**src/rtl/inv_sqr_stage_pkg.sv**
```systemverilog
// rtl/inv_sqr_stage_pkg.sv - shared inversion-generator constants and FSM encoding
package inv_sqr_stage_pkg;

    localparam int              INV_M    = 13;
    localparam logic [13:0]     INV_POLY = 14'h201B;
    localparam int              INV_CW   = 4;

    typedef enum logic [1:0] {
        IDLE = 2'd0,
        RUN  = 2'd1,
        DONE = 2'd2
    } state_t;

endpackage

```
**src/rtl/inv_sqr_stage_gf_sqr.sv**
```systemverilog
// rtl/inv_sqr_stage_gf_sqr.sv - combinational GF(2^M) squarer
module gf_sqr #(
    parameter int         M    = 13,
    parameter logic [M:0] POLY = 14'h201B
) (
    input  logic [M-1:0] a,
    output logic [M-1:0] y
);

    // Polynomial zero-extended to the spread width so shifted copies line up.
    localparam logic [2*M-2:0] POLY_EXT = {{(M-2){1'b0}}, POLY};

    logic [2*M-2:0] t;

    // Spread bit i to bit 2i, then fold the high terms down from the top;
    // each XOR clears bit i because POLY carries the x^M term.
    always_comb begin
        t = '0;
        for (int i = 0; i < M; i++) begin
            t[2*i] = a[i];
        end
        for (int i = 2*M-2; i >= M; i--) begin
            if (t[i]) begin
                t = t ^ (POLY_EXT << (i - M));
            end
        end
        y = t[M-1:0];
    end

endmodule

```
**src/rtl/inv_sqr_stage.sv**
```systemverilog
// rtl/inv_sqr_stage.sv - repeated-squaring stage computing op_in^(2^k)
module inv_sqr_stage
    import inv_sqr_stage_pkg::*;
#(
    parameter int         M    = INV_M,
    parameter logic [M:0] POLY = INV_POLY,
    parameter int         CW   = INV_CW
) (
    input  logic          clk,
    input  logic          rst,
    input  logic          start,
    input  logic [M-1:0]  op_in,
    input  logic [CW-1:0] count,
    output logic [M-1:0]  result,
    output logic          busy,
    output logic          done
);

    state_t        state;
    logic [M-1:0]  work;
    logic [M-1:0]  work_sq;
    logic [CW-1:0] cnt;

    gf_sqr #(
        .M    (M),
        .POLY (POLY)
    ) u_sqr (
        .a (work),
        .y (work_sq)
    );

    assign busy = (state != IDLE);

    // Control FSM with the counter, work and result registers; cnt==0 leaves
    // RUN before any decrement so the counter can never wrap.
    always_ff @(posedge clk or negedge rst) begin
        if (!rst) begin
            state  <= IDLE;
            work   <= '0;
            cnt    <= '0;
            result <= '0;
            done   <= 1'b0;
        end else begin
            case (state)
                IDLE: begin
                    done <= 1'b0;
                    if (start) begin
                        work  <= op_in;
                        cnt   <= count;
                        state <= RUN;
                    end
                end
                RUN: begin
                    if (cnt == '0) begin
                        result <= work;
                        done   <= 1'b1;
                        state  <= DONE;
                    end else begin
                        work <= work_sq;
                        cnt  <= cnt - CW'(1);
                        done <= 1'b0;
                    end
                end
                DONE: begin
                    done  <= 1'b0;
                    state <= IDLE;
                end
                default: begin
                    done  <= 1'b0;
                    state <= IDLE;
                end
            endcase
        end
    end

endmodule

```
**config.mk**
```make
export PLATFORM = sky130hd
export DESIGN_NAME = inv_sqr_stage
export DESIGN_NICKNAME = d
export VERILOG_FILES = /design/src/rtl/inv_sqr_stage_pkg.sv /design/src/rtl/inv_sqr_stage_gf_sqr.sv /design/src/rtl/inv_sqr_stage.sv
export SDC_FILE = /design/constraint.sdc
export NUM_CORES = 1
export LEC_CHECK = 0
export ABC_AREA = 1
export BUFFER_PORTS_ARGS = -buffer_cell sky130_fd_sc_hd__buf_2
export CORE_MARGIN = 3
export CORE_UTILIZATION = 42
export CTS_BUF_LIST = sky130_fd_sc_hd__clkbuf_8 sky130_fd_sc_hd__clkbuf_16
export DETAILED_ROUTE_END_ITERATION = 10
export GPL_TIMING_DRIVEN = 1
export PLACE_DENSITY = 0.71
export SETUP_SLACK_MARGIN = 0.15
export SLEW_MARGIN = 20
export SYNTH_ARGS = -nofsm -noshare
export SYNTH_HDL_FRONTEND = slang
export SYNTH_SLANG_ARGS = --single-unit
```
**constraint.sdc**
```tcl
create_clock -name clk -period 3.76 [get_ports clk]
set_input_delay 0.752 -clock clk [delete_from_list [all_inputs] [get_ports clk]]
set_output_delay 0.752 -clock clk [all_outputs]
set_load 0.02 [all_outputs]
```
==> out/metrics.csv <==
stage;metric;value;unit
outcome;status;finished, final reports clean;
critical_path;worstPathCellList;nor2_1 -> inv_1 -> buf_2;
clock_tree;cts_sinks;33;
critical_path;cp-end-kind;output pin;
critical_path;path_delay_family;flip-flops;
clock_tree;cts_buffer_depth;2;
critical_path;reg2reg_slack;2.17;ns
global_routing;antenna_found_initial;0;
synth;synth.top_cells.by_count;nand2_1, dfrtp_1, inv_1;
final_layout;antenna_cells;0;
routing;routed_wl;3.67;mm
power_and_ir_drop;total_power;2.14;mW
hold_path;min_from;result[5];
timing;maxSlewHeadroom;49.8;%
timing;worst_pin_slew;0.753;ns
critical_path;crit_fanout;2;
synth;netlist_top_cells_area;dfrtp_1, nand2_1, o21ai_1;
placement;portBuffers;34;
timing;layout_setup_ws;1.99;ns
floorplan;die_h;70.2;um
placement;pre_cts_ws;2.14;ns
timing;tns;0;ns
floorplan;rows;22;
synth;synth-edff-count;0;
final_layout;layout.nets;285;
synth;synth_top_cell_area_share;47.7;%
final_layout;fin_util;53.1;%
clock_tree;numCtsBuffers;5;
clock_tree;htreeDepth;2;
final_layout;design_area;2030;um^2
timing;hold_viol;0;
routing;dr.pass1.iters;4;
floorplan;ios;35;
power_and_ir_drop;irDropWorstVdd;0.000635;V
timing;setup_viol;0;
routing;vias;1551;
critical_path;reg2reg_depth;9;
critical_path;max_stage_delay;0.39;ns
final_layout;drive_above_1_share;19.2;%
timing;rsz0062_at_grt;false;
placement;dpl.hpwl;2.61;mm
timing;drv_slew;0;
placement;placed_cell_area;1920;um^2
routing;antenna_left;0;
critical_path;path_class;register to output pin;
floorplan;die-area;4930;um^2
placement;dp.cells;305;
global_routing;grt_first_pass_wirelength;6.29;mm
critical_path;r2r-end;work[0];
synth;seq_area_frac_synth;47.7;%
critical_path;crit_buf_inv;2;
synth;synth.ff_latch_count;33;
synth;synthFlopType;dfrtp_1;
synth;async_reset_ff_share;100;%
routing;drtIter0Drc;129;
placement;gp_congestion;0.840;
floorplan;core;3830;um^2
routing;wl_per_cell;11.7;um
timing;timing.fmax;0.566;GHz
timing;hold_slack;0.482;ns
critical_path;start_kind;register;
clock_tree;clockRootBuffer;clkbuf_8;
synth;synth.distinct_cells;23;
critical_path;cp_slowest_cell;dfrtp_1;
floorplan;start_util;45.2;%
synth;syn_inst;229;
clock_tree;ctsResizeCount;0;
global_routing;grt_max_degree;34;
clock_tree;cts_tree;yes;
clock_tree;ctsHoldBuffers;0;
synth;synthesis.nets;250;
flow_run;drv_cap;0;
hold_path;hold_class;register to register;
synth;synth_area;1730;um^2
critical_path;worstPathArrival;1.02;ns
routing;drc_errors;0;
power_and_ir_drop;power_density;1050;nW/um^2
hold_path;hold_depth;2;
timing;skew;0.00852;ns
timing;fin_crit;1.77;ns
routing;via_per_inst;4.96;
critical_path;r2r_start;state[1];
final_layout;synthToLayoutAreaGrowth;17.4;%
global_routing;grt_pass1_vias;1353;
synth;synth_top_area_cell;dfrtp_1;
synth;syn_area_per_cell;7.56;um^2
critical_path;required;3.01;ns
power_and_ir_drop;leakage;1.09;nW
clock_tree;clk_latency;0.29;ns
global_routing;grt_overflow_total;0;
clock_tree;post_cts_buffers;0;
synth;yosys_warnings;0;
hold_path;min_to;result[5];
synth;synth_most_common_cell;nand2_1;
timing;period_share;47.0;%
floorplan;die_x;70.2;um
final_layout;fin_cells;313;
clock_tree;clk_pin_slew;0.06;ns
global_routing;grtUsageTotal;16.0;%
cell type report:
cell class	count	area, um^2
clock buffers	6	82.6
repair buffers	34	170
multi-input cells	165	763
fillers	381	1790
inverters	25	96.3
clock inverters	2	33.8
well taps	48	60.1
flip-flops and latches	33	826
power by group:
group          total [mW]  switching [mW]  leakage [nW]  internal [mW]
logic                1.14           0.752         0.630          0.384
clock network       0.341           0.128        0.0626          0.213
registers           0.666           0.128         0.402          0.538
total                2.14            1.01          1.09           1.13
worst min-delay path: stages (launching register included):
cell and delay (ns):
dfrtp_1 0.34, nand2_1 0.05, o21ai_1 0.06
per-layer routing:
metal | GRT usage, % | wire length, um
met5 | 0 | 0
met4 | 5.96 | 57
met3 | 3.88 | 278
met2 | 22.7 | 1540
met1 | 23.4 | 1800
cell families (layout without fill, tap and decap cells):
| family | after synthesis | count (layout) | share of synthesized area [%] |
|---|---|---|---|
| buf+inv | 31 | 67 | 8.17 |
| fa+ha+maj | 1 | 1 | 0.723 |
| xor+xnor | 1 | 1 | 0.506 |
| flops | 33 | 33 | 47.7 |
| simple gates | 127 | 127 | 31.8 |
| compound gates | 36 | 36 | 11.1 |
sequential cells by signal, indices dropped and copies added, names as in the netlist:
signal	flops
cnt	4
result	13
done	1
state	2
work	13
how the worst max path moves through the flow:
| stage | slack, ns | cells after the start | start | end |
|---|---|---|---|---|
| 2_1_floorplan | 2.39 | 5 | start | cnt[1] |
| 3_3_place_gp | 2.16 | 7 | start | work[0] |
| 3_5_place_dp | 2.14 | 7 | start | work[0] |
| 4_1_cts | 1.97 | 3 | state[0] | busy |
| 5_1_grt | 1.89 | 3 | state[0] | busy |
| 6_report | 1.99 | 3 | state[0] | busy |
layout by cell type, fill, tap and decap left out:
cell	n
nand2_2	2
nand2_1	80
bufinv_16	1
nand3_1	19
nand2_8	1
nor2_1	20
inv_1	23
inv_2	2
dfrtp_1	33
nand2_4	1
nand3_4	1
clkbuf_8	6
o21ai_0	6
ha_1	1
o21ai_1	21
nor2_2	2
xnor2_1	1
o211ai_1	2
inv_4	1
a31oi_1	5
buf_2	34
a21oi_1	2
nand4_1	1
Power figures use the tool's default switching activity.
